<file path="src/rtl/gpi.sv">
// GPI: debounced general-purpose input pins with per-pin edge-pending flags,
// a registered level interrupt and a zero-wait-state memory-mapped register port.
module gpi #(
   parameter int unsigned WIDTH     = 16,
   parameter int unsigned DB_CYCLES = 16
) (
   input  logic             clk_i,
   input  logic             rst_ni,
   input  logic [WIDTH-1:0] gpi_i,
   input  logic             select_i,
   output logic             mem_ready_o,
   input  logic [3:0]       mem_wstrb_i,
   input  logic [31:0]      mem_addr_i,
   input  logic [31:0]      mem_wdata_i,
   output logic [31:0]      mem_rdata_o,
   output logic             irq_o
);

   typedef enum logic [3:0] {
      REG_PIN     = 4'd0,
      REG_PEND    = 4'd1,
      REG_RISE_EN = 4'd2,
      REG_FALL_EN = 4'd3,
      REG_IRQ_EN  = 4'd4
   } reg_e;

   localparam logic [15:0] DB_LAST = 16'(DB_CYCLES - 1);

   logic [WIDTH-1:0] sync1_q, sync2_q;
   logic [WIDTH-1:0] stb_q, stb_d, stb_dly_q;
   logic [15:0]      cnt_q [WIDTH];
   logic [15:0]      cnt_d [WIDTH];
   logic [WIDTH-1:0] pend_q, pend_d, pend_clr;
   logic [WIDTH-1:0] rise_en_q, fall_en_q, irq_en_q;
   logic [WIDTH-1:0] rise, fall, wdata;
   logic             irq_q, irq_d;
   logic             wr_en;
   reg_e             reg_sel;
   logic [31:0]      rdata_sel;
   logic             unused_bits;

   assign reg_sel     = reg_e'(mem_addr_i[5:2]);
   assign wr_en       = select_i & (|mem_wstrb_i);
   assign wdata       = mem_wdata_i[WIDTH-1:0];
   assign unused_bits = ^{mem_addr_i[31:6], mem_addr_i[1:0], mem_wdata_i};

   // Debounce: a pin must disagree with stb for DB_CYCLES consecutive cycles.
   // NOTE: every always_comb output gets a default first so no path leaves it unassigned (no latch).
   always_comb begin
      stb_d = stb_q;
      for (int i = 0; i < int'(WIDTH); i++) begin
         cnt_d[i] = '0;
         if (sync2_q[i] != stb_q[i]) begin
            if (cnt_q[i] == DB_LAST) stb_d[i] = sync2_q[i];
            else                     cnt_d[i] = cnt_q[i] + 16'd1;
         end
      end
   end

   assign rise     = stb_q & ~stb_dly_q;
   assign fall     = ~stb_q & stb_dly_q;
   assign pend_clr = (wr_en && reg_sel == REG_PEND) ? wdata : '0;
   // New edges are OR-ed in after the clear so a simultaneous set wins.
   assign pend_d   = (pend_q & ~pend_clr) | (rise & rise_en_q) | (fall & fall_en_q);
   assign irq_d    = |(pend_q & irq_en_q);

   // NOTE: sequential state uses non-blocking assignments so all registers update from pre-edge values.
   always_ff @(posedge clk_i or negedge rst_ni) begin
      if (!rst_ni) begin
         sync1_q   <= '0;
         sync2_q   <= '0;
         stb_q     <= '0;
         stb_dly_q <= '0;
         pend_q    <= '0;
         irq_q     <= 1'b0;
      end else begin
         sync1_q   <= gpi_i;
         sync2_q   <= sync1_q;
         stb_q     <= stb_d;
         stb_dly_q <= stb_q;
         pend_q    <= pend_d;
         irq_q     <= irq_d;
      end
   end

   // NOTE: the counter array is reset explicitly so a reset mid-debounce discards partial counts.
   always_ff @(posedge clk_i or negedge rst_ni) begin
      if (!rst_ni) begin
         for (int i = 0; i < int'(WIDTH); i++) cnt_q[i] <= '0;
      end else begin
         for (int i = 0; i < int'(WIDTH); i++) cnt_q[i] <= cnt_d[i];
      end
   end

   always_ff @(posedge clk_i or negedge rst_ni) begin
      if (!rst_ni) begin
         rise_en_q <= '0;
         fall_en_q <= '0;
         irq_en_q  <= '0;
      end else if (wr_en) begin
         if (reg_sel == REG_RISE_EN) rise_en_q <= wdata;
         if (reg_sel == REG_FALL_EN) fall_en_q <= wdata;
         if (reg_sel == REG_IRQ_EN)  irq_en_q  <= wdata;
      end
   end

   always_comb begin
      rdata_sel = '0;
      case (reg_sel)
         REG_PIN:     rdata_sel[WIDTH-1:0] = stb_q;
         REG_PEND:    rdata_sel[WIDTH-1:0] = pend_q;
         REG_RISE_EN: rdata_sel[WIDTH-1:0] = rise_en_q;
         REG_FALL_EN: rdata_sel[WIDTH-1:0] = fall_en_q;
         REG_IRQ_EN:  rdata_sel[WIDTH-1:0] = irq_en_q;
         default:     rdata_sel = '0;
      endcase
   end

   assign mem_ready_o = select_i;
   assign mem_rdata_o = select_i ? rdata_sel : 32'd0;
   assign irq_o       = irq_q;

endmodule
</file>
<file path="config.mk">
export PLATFORM = sky130hd
export DESIGN_NAME = gpi
export DESIGN_NICKNAME = d
export VERILOG_FILES = /design/src/rtl/gpi.sv
export SDC_FILE = /design/constraint.sdc
export NUM_CORES = 1
export LEC_CHECK = 0
export BUFFER_PORTS_ARGS = -buffer_cell sky130_fd_sc_hd__buf_4
export CAP_MARGIN = 25
export CORE_ASPECT_RATIO = 1.1
export CORE_MARGIN = 1
export CORE_UTILIZATION = 45
export DETAILED_ROUTE_END_ITERATION = 8
export PLACE_DENSITY = 0.7
export SLEW_MARGIN = 30
export SYNTH_ARGS = -nofsm -noshare
export SYNTH_HDL_FRONTEND = slang
export SYNTH_SLANG_ARGS = --single-unit
</file>
<file path="constraint.sdc">
create_clock -name clk_i -period 1.6 [get_ports clk_i]
set_input_delay 0.08 -clock clk_i [delete_from_list [all_inputs] [get_ports clk_i]]
set_output_delay 0.08 -clock clk_i [all_outputs]
set_load 0.03 [all_outputs]
</file>
==> results of run 1 <==
-- power by group through the flow --
stage                     registers, mW  clock network [mW]  logic (mW)
after floorplan                    10.6                   0       0.812
after global placement             10.7                   0        1.37
after detailed placement           10.7                   0        1.42
after CTS                          10.5                10.2        1.82
after global routing               10.6                10.6        2.11
final                              10.5                9.98        1.93
-- final timing paths --
kind	from	endpoint	slack, ns
setup / recovery	rise_en_q[3]	mem_rdata_o[3]	-0.12
hold / removal	rst_ni	cnt_q[77]	0.05
setup reg to reg	cnt_q[29]	cnt_q[31]	-0.03
hold reg to reg	sync1_q[0]	sync2_q[0]	0.35
max in group asynchronous	rst_ni	cnt_q[162]	0.82
min in group clk_i	select_i	fall_en_q[10]	0.15
-- Yosys cell counts, types with 3 or more instances --
cell,n
sky130_fd_sc_hd__nor4_1,94
sky130_fd_sc_hd__or2_2,4
sky130_fd_sc_hd__nor2_1,273
sky130_fd_sc_hd__ha_1,16
sky130_fd_sc_hd__nand3_1,69
sky130_fd_sc_hd__dfrtp_1,385
sky130_fd_sc_hd__a21o_1,16
sky130_fd_sc_hd__xor2_1,43
sky130_fd_sc_hd__nand4b_1,4
sky130_fd_sc_hd__a21oi_1,25
sky130_fd_sc_hd__and3_1,33
sky130_fd_sc_hd__nand2_1,119
sky130_fd_sc_hd__xnor2_1,188
sky130_fd_sc_hd__mux2_4,10
sky130_fd_sc_hd__a22oi_1,32
sky130_fd_sc_hd__nor3_1,67
sky130_fd_sc_hd__o31ai_1,5
sky130_fd_sc_hd__or4_1,5
sky130_fd_sc_hd__nand4_1,85
sky130_fd_sc_hd__clkbuf_1,27
sky130_fd_sc_hd__a22o_1,4
sky130_fd_sc_hd__or3_1,10
sky130_fd_sc_hd__o21ai_0,4
sky130_fd_sc_hd__a221oi_1,4
sky130_fd_sc_hd__buf_2,6
sky130_fd_sc_hd__mux2_2,69
sky130_fd_sc_hd__buf_6,3
sky130_fd_sc_hd__and2_1,4
sky130_fd_sc_hd__o22ai_1,14
sky130_fd_sc_hd__inv_1,42
sky130_fd_sc_hd__buf_4,18
-- registers in the layout, summed over array words and instances (netlist names) --
signal / count
cnt_q: 256
sync1_q: 16
stb_q: 16
fall_en_q: 16
sync2_q: 16
pend_q: 16
irq_o: 1
irq_en_q: 16
stb_dly_q: 16
rise_en_q: 16
-- layout by cell type (no fill, tap or decap), types with 5 or more instances in the layout --
cell type                         n
sky130_fd_sc_hd__dlygate4sd3_1   33
sky130_fd_sc_hd__nand3_2          6
sky130_fd_sc_hd__nand2_1        116
sky130_fd_sc_hd__xor2_1          43
sky130_fd_sc_hd__conb_1          16
sky130_fd_sc_hd__and3_1          33
sky130_fd_sc_hd__nor2_1         273
sky130_fd_sc_hd__ha_1            12
sky130_fd_sc_hd__clkbuf_1         9
sky130_fd_sc_hd__nand4_1         85
sky130_fd_sc_hd__o31ai_1          5
sky130_fd_sc_hd__nor4_2          21
sky130_fd_sc_hd__clkbuf_16       43
sky130_fd_sc_hd__buf_4          210
sky130_fd_sc_hd__a21o_1          16
sky130_fd_sc_hd__nand3_1         61
sky130_fd_sc_hd__a21oi_2         21
sky130_fd_sc_hd__a22oi_1         16
sky130_fd_sc_hd__inv_1           42
sky130_fd_sc_hd__nor4_1          70
sky130_fd_sc_hd__buf_12           9
sky130_fd_sc_hd__or3_1            7
sky130_fd_sc_hd__mux2_4          23
sky130_fd_sc_hd__mux2_2          56
sky130_fd_sc_hd__clkbuf_8        13
sky130_fd_sc_hd__nor3_1          64
sky130_fd_sc_hd__o22ai_1         14
sky130_fd_sc_hd__a22oi_2         16
sky130_fd_sc_hd__buf_6           20
sky130_fd_sc_hd__xnor2_1        188
sky130_fd_sc_hd__dfrtp_1        381
-- through the flow --
step / std cells / worst slack [ns]
after floorplan: 1711 / 0.0142
after global placement: 2357 / -0.0257
after detailed placement: 2357 / -0.0370
after CTS: 2488 / -0.134
after global routing: 2511 / -0.170
final: 2512 / -0.123
-- layout make-up --
class                   count  area (sq um)
repair buffers            273          2330
fillers                  3174         16600
inverters                  42           158
diodes                      1          2.50
multi-input cells        1229          8290
well taps                 507           634
clock inverters            10           163
flip-flops and latches    385          9640
clock buffers              65          1290
-- layer usage --
layer / wire length (um) / part of all wire [%] / global-route usage (%) / vias up
met5: 0 / 0 / 0 / -
met4: 744 / 1.9 / 4.93 / 0
met3: 1900 / 4.9 / 3.25 / 67
met2: 18900 / 48 / 32.2 / 295
met1: 17600 / 45 / 27.1 / 6795
li1: - / - / - / 6484
-- cells by family (layout without fill, tap and decap cells) --
group / Yosys count / count (layout) / synth area share (%)
adders and majority gates: 16 / 16 / 1.12
xor gates and xnor gates: 231 / 231 / 11.4
and+or+nand+nor: 779 / 779 / 21.4
other: 1 / 17 / 0.0211
muxes: 80 / 80 / 5.27
DFF: 385 / 385 / 54.1
AOI/OAI and AO/OA: 107 / 107 / 4.06
buffers and inverters: 97 / 390 / 2.59
-- worst max-delay path: stages, from the launching register on --
cell	delay (ns)
sky130_fd_sc_hd__dfrtp_1	0.38
sky130_fd_sc_hd__mux2_4	0.28
sky130_fd_sc_hd__a22oi_2	0.17
sky130_fd_sc_hd__a21oi_2	0.12
sky130_fd_sc_hd__buf_6	0.15
-- what timing repair did --
item | CTS | global route
endpoints found under the setup margin | 20 | 131
buffers inserted | 24 | 23
hold endpoints to repair | 465 | 0
pin swaps | 32 | 38
resized for setup | 50 | 68
hold buffers | 33 | 0
==> PnR_summary.wiki, run 1 <==
{| class="wikitable"
! Metric !! Value
|-
| Number of antenna violations at the first check in global routing || 0
|-
| VDD IR-drop max || 0.821 mV
|-
| Final total negative setup slack || -1.19 ns
|-
| Starting utilization of the core area || 45.5%
|-
| Cell types with the largest area share after synthesis || sky130_fd_sc_hd__dfrtp_1 (54%), sky130_fd_sc_hd__xnor2_1 (9.3%), sky130_fd_sc_hd__nor2_1 (5.8%)
|-
| Biggest area consumer among synthesized cells || sky130_fd_sc_hd__dfrtp_1
|-
| Share of total power in sequential cells || 46.9%
|-
| Least setup slack across all paths after layout || -0.123 ns
|-
| Area fraction of the dominant cell type after synthesis || 54.1%
|-
| Seq/Total Area, Yosys || a little over half
|-
| Net switching fraction of the power || 22.4%
|-
| Port Buf Inserts || 60
|-
| Unrepaired setup endpoints after global routing || yes
|-
| Instance area at placement || ~20000 sq um
|-
| Number of nets in the final layout || 2075
|-
| Share of post-route cells with drive strength above 1 || 24.3%
|-
| Synthesized instance count || 1696
|-
| Comb power frac || 8.6%
|-
| Post-route cell area || about 22000 sq um
|-
| Detailed-route DRC error count || 0
|-
| Bufs on Longest Clock Path || 3
|-
| CTS tree || done
|-
| Clock Tree Root || sky130_fd_sc_hd__clkbuf_16
|-
| Initial DRT Pass Iterations || 5
|-
| Post-detailed-route wirelength per cell || 15.6 um
|-
| Largest net degree at the start of global routing || 76
|-
| Initial DRC count || just over 800
|-
| Number of synthesized flops with an enable pin || 0
|-
| Worst hold slack after final layout || 0.0465 ns
|-
| Highest achievable clock rate || 580 MHz
|-
| Clk network pwr share || approximately 45%
|-
| Netlist Area Pre-Place || 17800 sq um
|-
| Overall power || ~22 mW
|-
| Fin crit period || 1.72 ns
|-
| Final wirelength || around 40 mm
|-
| Final clock period utilization by the worst path || 108%
|-
| CP Data Arrival Time || between 1.5 and 2 ns
|-
| Endpoint type of the worst setup path || output port
|-
| Number of buffers created by CTS || 41
|-
| Final Max Slew Viols || 0
|-
| Via Count || 13600
|-
| Type of the most critical hold path || input pin to async pin
|-
| Via-to-Cell Ratio || 5.43
|-
| Count of warnings emitted by yosys || 0
|-
| Max FO, Critical Path || 2
|-
| Count of cell types in the netlist || between 40 and 50
|-
| Total Die Area || 40400 sq um
|-
| Worst-Skew Late Latency || 0.54 ns
|-
| Failing checks || negative setup slack
|-
| FP Rows || 76
|-
| Least-Margin Pin Slew || 0.677 ns
|-
| Half-perimeter wire length after placement || 26.0 mm
|-
| Required time reported for the critical path endpoint || about 1.5 ns
|-
| Result of the run || finished with violations
|-
| Routability Congestion || 0.900
|-
| Proportion of register bits with asynchronous set or reset after synthesis || 100%
|-
| Utilization after layout || 57.6%
|-
| Pleak || about 9.5 nW
|-
| Maximum level of the CTS H-tree || 2
|-
| Final setup violation count || 17
|-
| Avg Synthesized Cell Area || 10.5 sq um
|-
| Wire length of the first global-routing pass || 65.1 mm
|-
| Worst r2r path cells || 4
|-
| Final clock skew || 0.0253 ns
|-
| Overall Global Routing Usage || 19.6%
|-
| Final number of hold-violating endpoints || 0
|-
| Most common flop cell mapped by yosys || sky130_fd_sc_hd__dfrtp_1
|-
| Chip Height || 211 um
|-
| Clock-pin slew of the registers on the worst-case setup and hold paths || around 0.06 ns
|-
| Category of the worst setup path launch point || flop
|-
| Area Overhead vs Synth || 26.4%
|-
| Slew HR || 54.9%
|-
| Max-cap violations || 0
|-
| Net switching power figure || 5.02 mW
|-
| Number of global-route vias before repair || 13400
|-
| Clock Sink Count || 385
|-
| Die Width || ~190 um
|-
| Area of the core region || 39100 sq um
|-
| Total global routing overflow || 0
|-
| Critical path start-end classification || flop to output port
|-
| Design internal power || between 15 and 20 mW
|-
| Routed Antenna Nets || 0
|-
| Number of ports placed on the die boundary || 121
|-
| Power per cell area || 997 nW/um^2
|-
| Number of synthesized register bits || 385
|}
Power figures use the tool's default switching activity.
==> run 2, diff against run 1 <==
--- a/config.mk
+++ b/config.mk
@@ -11,4 +11,5 @@
 export CORE_MARGIN = 1
 export CORE_UTILIZATION = 45
+export CTS_CLUSTER_SIZE = 40
 export DETAILED_ROUTE_END_ITERATION = 8
 export PLACE_DENSITY = 0.7
==> constraint.sdc (replaced) <==
create_clock -name clk_i -period 1.6 [get_ports clk_i]
set_input_delay 0.08 -clock clk_i [delete_from_list [all_inputs] [get_ports clk_i]]
set_output_delay 0.08 -clock clk_i [all_outputs]
set_load 0.1 [all_outputs]
==> run 2 against run 1 <==
Compared with the run above: the flow still finishes with violations (negative setup slack); first-iteration DRC count decreased by 7.6%; largest cell class unchanged; total power increased by 1.0%; worst setup slack got worse by 0.049 ns; routed wire length increased by 1.3%; critical endpoint is now mem_rdata_o[15]; clock skew decreased by 0.014 ns.
==> PnR_summary.wiki, run 2 (synthesized netlist as in run 1, its figures left out) <==
{| class="wikitable"
! Metric !! Value
|-
| Result of the run || finished with violations
|-
| Failing checks || negative setup slack
|-
| Final wirelength || 39.6 mm (+1.3%)
|-
| Type of the most critical hold path || input pin to async pin
|-
| FP Rows || 76 (unchanged)
|-
| Power per cell area || 987 nW/um^2 (-0.99%)
|-
| Total Die Area || 40400 sq um (unchanged)
|-
| Clock Sink Count || 385 (unchanged)
|-
| Area Overhead vs Synth || 29.0%
|-
| Category of the worst setup path launch point || flop
|-
| Endpoint type of the worst setup path || output port
|-
| Final number of hold-violating endpoints || 0 (unchanged)
|-
| Half-perimeter wire length after placement || 26.1 mm (+0.24%)
|-
| Worst r2r path cells || 4 (unchanged)
|-
| Least setup slack across all paths after layout || -0.172 ns (-0.0487 ns)
|-
| Total global routing overflow || 0 (unchanged)
|-
| Max FO, Critical Path || 3 (+1)
|-
| Final clock period utilization by the worst path || 111% (+3.0 points)
|-
| Largest net degree at the start of global routing || 74 (-2.6%)
|-
| Layout fillers || 3138 (-1.1%)
|-
| Register-to-Register Setup Slack || 0 ns (+0.03 ns)
|-
| Met2 WL post-DR || 19.4 mm (+2.9%)
|-
| Antenna diodes || 0 (-1)
|-
| Clock-pin slew of the registers on the worst-case setup and hold paths || 0.06 ns (about the same)
|-
| Final clock skew || 0.0115 ns (-0.0139 ns)
|-
| Area of the core region || 39100 sq um (unchanged)
|-
| Comb power frac || 9.4% (+0.8 points)
|-
| Number of ports placed on the die boundary || 121 (unchanged)
|-
| Share of post-route cells with drive strength above 1 || 24.9% (+0.63 points)
|-
| Critical path start-end classification || flop to output port
|-
| Via-to-Cell Ratio || 5.34 (-1.6%)
|-
| Instance area at placement || 20100 sq um (+1.3%)
|-
| Port Buf Inserts || 60 (unchanged)
|-
| Final setup violation count || 17 (unchanged)
|-
| Design internal power || 17.3 mW (-0.55%)
|-
| Pleak || 9.72 nW (+2.0%)
|-
| Fin crit period || 1.77 ns (+0.0487 ns)
|-
| Net switching fraction of the power || 23.6% (+1.2 points)
|-
| Uppermost layer routed || met5
|-
| Initial DRT Pass Iterations || 5 (unchanged)
|-
| Number of buffers created by CTS || 42 (+2.4%)
|-
| Overall Global Routing Usage || 19.7% (+0.089 points)
|-
| Required time reported for the critical path endpoint || 1.52 ns (about the same)
|-
| Top library cells by usage in the layout, fill and taps aside || sky130_fd_sc_hd__dfrtp_1 (384), sky130_fd_sc_hd__nor2_1 (273), sky130_fd_sc_hd__buf_4 (223)
|-
| Post-detailed-route wirelength per cell || 15.6 um (+0.48%)
|-
| Wire length of the first global-routing pass || 65.4 mm (+0.49%)
|-
| Maximum level of the CTS H-tree || 2 (unchanged)
|-
| Starting utilization of the core area || 45.5% (unchanged)
|-
| Net switching power figure || 5.34 mW (+6.5%)
|-
| Number of antenna violations at the first check in global routing || 1 (+1)
|-
| Clk network pwr share || 44.2% (-0.3 points)
|-
| Most common cell after layout, fill and taps aside || sky130_fd_sc_hd__dfrtp_1
|-
| Worst reg2reg path startpoint || cnt_q[154]
|-
| Max-cap violations || 0 (unchanged)
|-
| VDD IR-drop max || 0.945 mV (+15%)
|-
| CTS tree || done
|-
| Clock Tree Root || sky130_fd_sc_hd__clkbuf_16
|-
| Worst-Skew Late Latency || 0.55 ns (about the same)
|-
| Number of flip-flops in the largest register || 256 (unchanged)
|-
| Final Max Slew Viols || 0 (unchanged)
|-
| Initial DRC count || 756 (-7.6%)
|-
| Chip Height || 211 um (unchanged)
|-
| Number of nets in the final layout || 2096 (+1.0%)
|-
| Post-route cell area || 23000 sq um (+2.0%)
|-
| Highest achievable clock rate || 564 MHz (-2.8%)
|-
| Detailed-route DRC error count || 0 (unchanged)
|-
| Worst reg2reg endpoint || cnt_q[159]
|-
| Bufs on Longest Clock Path || 3 (unchanged)
|-
| Routed Antenna Nets || 0 (unchanged)
|-
| Met3 routed WL || 1.53 mm (-19%)
|-
| Via Count || 13500 (-0.82%)
|-
| Routed length on met1 || 17.7 mm (+0.67%)
|-
| CP Data Arrival Time || 1.69 ns (+0.05 ns)
|-
| Routability Congestion || 0.890 (-1.2%)
|-
| Unrepaired setup endpoints after global routing || yes
|-
| Die Width || 192 um (unchanged)
|-
| Most flop-heavy register || cnt_q
|-
| Final total negative setup slack || -1.94 ns (-0.744 ns)
|-
| Number of global-route vias before repair || 13700 (+2.1%)
|-
| Share of total power in sequential cells || 46.4% (-0.5 points)
|}
run 2: changes by cell type in the layout (fill, tap and decap cells not counted), sizes merged:
cell,delta
buf,+20
clkinv,+7
diode,-1
clkbuf,-8
clkinvlp,+3
run 2: routing by layer:
layer	vias to the layer above	global-route usage, %
li1	6521	-
met1	6700	26.3
met2	246	32.8
met3	60	3.25
met4	2	6.32
met5	-	0
run 2: cell type report:
cell class | count | area, sq um | share of cell area (%)
Clock inverter | 20 | 226 | 0.987
Multi-Input combinational cell | 1229 | 8350 | 36.4
Clock buffer | 57 | 1230 | 5.36
Tap cell | 507 | 634 | 2.76
Sequential cell | 385 | 9640 | 42.0
Inverter | 42 | 158 | 0.687
Timing Repair Buffer | 293 | 2720 | 11.9
run 2: worst max-delay path, cell delays in order, from the launching register on:
cell and delay (ns):
sky130_fd_sc_hd__dfrtp_1 0.39, sky130_fd_sc_hd__mux2_2 0.27, sky130_fd_sc_hd__a22oi_2 0.16, sky130_fd_sc_hd__a21oi_2 0.13, sky130_fd_sc_hd__buf_12 0.19
run 2: worst max path at each step:
stage,start,cells past startpoint,end
2_1_floorplan,mem_addr_i[5],3,mem_rdata_o[0]
3_3_place_gp,mem_wstrb_i[1],5,rise_en_q[7]
3_5_place_dp,cnt_q[113],6,cnt_q[127]
4_1_cts,rise_en_q[15],4,mem_rdata_o[15]
5_1_grt,rise_en_q[15],4,mem_rdata_o[15]
6_report,rise_en_q[15],4,mem_rdata_o[15]
run 2: what timing repair did:
item / 4_1_cts / 5_1_grt
hold buffers: 33 / 0
buffers inserted: 28 / 33
endpoints found under the hold margin: 465 / 0
gates resized for setup: 78 / 57
setup endpoints to repair: 36 / 155
pin swaps: 32 / 28
cloned: 0 / 0
run 2: power by group through the flow:
stage / Combinational [mW] / Sequential (mW) / Clock (mW)
final: 2.13 / 10.5 / 10.0
after floorplan: 0.986 / 10.6 / 0
after global routing: 2.31 / 10.6 / 10.7
after CTS: 2.08 / 10.5 / 10.3
after detailed placement: 1.64 / 10.7 / 0
after global placement: 1.58 / 10.7 / 0
run 2: metrics by stage:
stage          hold slack (ns)  power (mW)  std cells  setup slack [ns]  utilization, %
6_report                0.0291        22.7       2533            -0.172            58.7
5_1_grt                 0.0357        23.6       2533            -0.239            58.7
4_1_cts                 0.0263        22.9       2500            -0.187            57.4
3_5_place_dp           0.00726        12.3       2362           -0.0479            51.4
3_3_place_gp           0.00604        12.2       2362         -0.000120            51.4
2_1_floorplan           -0.216        11.6       1711           -0.0799               -
==> run 3, diff against run 2 <==
Settings changed: RECOVER_POWER set to 25.
==> run 3 against run 2 <==
Compared with the run above: the flow still finishes with violations (negative setup slack); routed wire length about the same; worst setup slack worse by 0.0042 ns; critical path depth unchanged; worst hold slack improved by 0.13 ns; critical path type unchanged; critical endpoint unchanged.
==> PnR_summary.wiki, run 3 (synthesized netlist as in run 1, its figures left out) <==
{| class="wikitable"
! Metric !! Value
|-
| Number of buffers created by CTS || 42 (unchanged)
|-
| Post-route cell area || 22900 sq um (-0.24%)
|-
| Number of global-route vias before repair || 13700 (unchanged)
|-
| Initial DRC count || 712 (-5.8%)
|-
| Initial DRT Pass Iterations || 5 (unchanged)
|-
| Wire length of the first global-routing pass || 65.4 mm (unchanged)
|-
| Buffering stage count on the worst path with inverters included || 1 (unchanged)
|-
| Area of the core region || 39100 sq um (unchanged)
|-
| Most flop-heavy register || cnt_q
|-
| Antenna diodes || 0 (unchanged)
|-
| Overall Global Routing Usage || 19.7% (unchanged)
|-
| Clock Sink Count || 385 (unchanged)
|-
| Endpoint type of the worst setup path || output port
|-
| Total global routing overflow || 0 (unchanged)
|-
| Worst-Skew Late Latency || 0.55 ns (about the same)
|-
| Worst r2r path cells || 4 (unchanged)
|-
| Pleak || 9.69 nW (-0.29%)
|-
| Top library cells by usage in the layout, fill and taps aside || sky130_fd_sc_hd__dfrtp_1 (384), sky130_fd_sc_hd__nor2_1 (273), sky130_fd_sc_hd__buf_4 (201)
|-
| Final total negative setup slack || -1.93 ns (+0.00391 ns)
|-
| Layout fillers || 3150 (+0.38%)
|-
| Register-to-Register Setup Slack || 0.01 ns (about the same)
|-
| Critical path launch point || rise_en_q[15]
|-
| Highest achievable clock rate || 563 MHz (-0.24%)
|-
| Least-Margin Pin Slew || 1.19 ns
|-
| Final Max Slew Viols || 0 (unchanged)
|-
| Least setup slack across all paths after layout || -0.176 ns (-0.00420 ns)
|-
| Worst reg2reg path startpoint || cnt_q[28]
|-
| Max incr delay on CP || 0.39 ns (about the same)
|-
| Final wirelength || 39.5 mm (about the same)
|-
| Final clock period utilization by the worst path || 111% (+0.26 points)
|-
| Most common cell after layout, fill and taps aside || sky130_fd_sc_hd__dfrtp_1
|-
| Number of ports placed on the die boundary || 121 (unchanged)
|-
| Failing checks || negative setup slack
|-
| Share of post-route cells with drive strength above 1 || 24.7% (-0.15 points)
|-
| Max-cap violations || 0 (unchanged)
|-
| CP Data Arrival Time || 1.70 ns (about the same)
|-
| Number of antenna violations at the first check in global routing || 1 (unchanged)
|-
| Total Die Area || 40400 sq um (unchanged)
|-
| Type of the most critical hold path || input pin to flop
|-
| Power per cell area || 989 nW/um^2 (+0.13%)
|-
| VDD IR-drop max || 0.945 mV (about the same)
|-
| Required time reported for the critical path endpoint || 1.52 ns (about the same)
|-
| Half-perimeter wire length after placement || 26.1 mm (unchanged)
|-
| Max stage delay cell, worst path || sky130_fd_sc_hd__dfrtp_1
|-
| Maximum level of the CTS H-tree || 2 (unchanged)
|-
| Post-detailed-route wirelength per cell || 15.6 um (about the same)
|-
| Unrepaired setup endpoints after global routing || yes
|-
| Worst hold slack after final layout || 0.161 ns (+0.131 ns)
|-
| Utilization after layout || 58.6% (-0.14 points)
|-
| Routed Antenna Nets || 0 (unchanged)
|-
| Detailed-route DRC error count || 0 (unchanged)
|-
| Cell chain of the critical path || mux2_2 -> a22oi_2 -> a21oi_2 -> buf_12
|-
| Final setup violation count || 16 (-1)
|-
| Bufs on Longest Clock Path || 3 (unchanged)
|-
| Largest net degree at the start of global routing || 74 (unchanged)
|-
| Result of the run || finished with violations
|-
| Via Count || 13500 (+0.044%)
|-
| Crit-path leading delay family || flip-flops
|-
| Number of nets in the final layout || 2096 (unchanged)
|-
| Chip Height || 211 um (unchanged)
|-
| Via-to-Cell Ratio || 5.34 (about the same)
|-
| Final clock skew || 0.0119 ns (+0.000402 ns)
|-
| Clock Tree Root || sky130_fd_sc_hd__clkbuf_16
|-
| Max FO, Critical Path || 3 (unchanged)
|-
| Number of flip-flops in the largest register || 256 (unchanged)
|-
| Instance area at placement || 20100 sq um (unchanged)
|-
| Fin crit period || 1.78 ns (+0.00421 ns)
|-
| Number of stages on the worst setup path || 4 (unchanged)
|-
| Die Width || 192 um (unchanged)
|-
| Routability Congestion || 0.890 (unchanged)
|-
| Setup crit end || mem_rdata_o[15]
|-
| Final number of hold-violating endpoints || 0 (unchanged)
|-
| FP Rows || 76 (unchanged)
|-
| Critical path start-end classification || flop to output port
|-
| Category of the worst setup path launch point || flop
|-
| CTS tree || done
|-
| Clock-pin slew of the registers on the worst-case setup and hold paths || 0.06 ns (about the same)
|-
| Slew HR || 20.7%
|-
| Port Buf Inserts || 60 (unchanged)
|-
| Starting utilization of the core area || 45.5% (unchanged)
|-
| Area Overhead vs Synth || 28.7%
|-
| Worst reg2reg endpoint || cnt_q[31]
|}
[run 3: cell types whose count changed in the layout (fill, tap and decap cells not counted), moves of 2 or more]
cell	previous run	this run
sky130_fd_sc_hd__buf_12	34	32
sky130_fd_sc_hd__buf_4	223	201
sky130_fd_sc_hd__clkbuf_4	0	15
sky130_fd_sc_hd__clkbuf_2	0	6
sky130_fd_sc_hd__clkbuf_1	6	9
[run 3: timing repair]
action	in CTS	in global routing
gates resized for setup	78	57
pin swaps	32	28
endpoints found under the hold margin	465	0
gates cloned	0	0
hold buffers	33	0
setup buffers	28	33
setup endpoints to repair	36	155
[run 3: worst min-delay path by stage]
stage / to / slack, ns / startpoint / depth (start not counted)
2_1_floorplan: cnt_q[0] / -0.22 / rst_ni / 0
3_3_place_gp: sync1_q[15] / 0.006 / rst_ni / 1
3_5_place_dp: cnt_q[8] / 0.007 / rst_ni / 1
4_1_cts: cnt_q[8] / 0.03 / rst_ni / 2
5_1_grt: fall_en_q[3] / 0.16 / select_i / 4
6_report: fall_en_q[0] / 0.16 / select_i / 4
[run 3: per-layer routing]
layer / share of wire, % / global-route usage (%) / vias to the layer above
met2: 49 / 32.8 / 234
met1: 45 / 26.3 / 6724
met5: 0.025 / 0 / -
met4: 2.4 / 6.32 / 2
met3: 3.8 / 3.25 / 60
li1: - / - / 6515
[run 3: worst register-to-register path: stages, from the launching register on]
cell                      delay, ns
sky130_fd_sc_hd__dfrtp_1       0.43
sky130_fd_sc_hd__nand2_2       0.08
sky130_fd_sc_hd__or3_4         0.39
sky130_fd_sc_hd__or4_4         0.48
sky130_fd_sc_hd__a21oi_2       0.13
[run 3: stage by stage]
step | worst slack (ns) | total power, mW | cells
6_report | -0.176 | 22.6 | 2533
5_1_grt | -0.239 | 23.5 | 2533
4_1_cts | -0.187 | 22.9 | 2500
3_5_place_dp | -0.0479 | 12.3 | 2362
3_3_place_gp | -0.000120 | 12.2 | 2362
2_1_floorplan | -0.0799 | 11.6 | 1711
[run 3: layout make-up]
cell class,instances,area (sq um),share of cell area [%]
sequential,385,9640,42.1
multi-input combinational,1229,8350,36.4
timing repair buffer,293,2670,11.6
clock buffer,57,1230,5.38
tap,507,634,2.77
clock inverter,20,226,0.989
inverter,42,158,0.688
[run 3: power by group]
| group | leakage (nW) | total, mW | internal, mW | switching [mW] |
|---|---|---|---|---|
| sequential | 5.18 | 10.5 | 10.2 | 0.330 |
| combinational | 3.80 | 2.11 | 1.05 | 1.06 |
| clock | 0.708 | 10.0 | 6.08 | 3.95 |
| total | 9.69 | 22.6 | 17.3 | 5.33 |
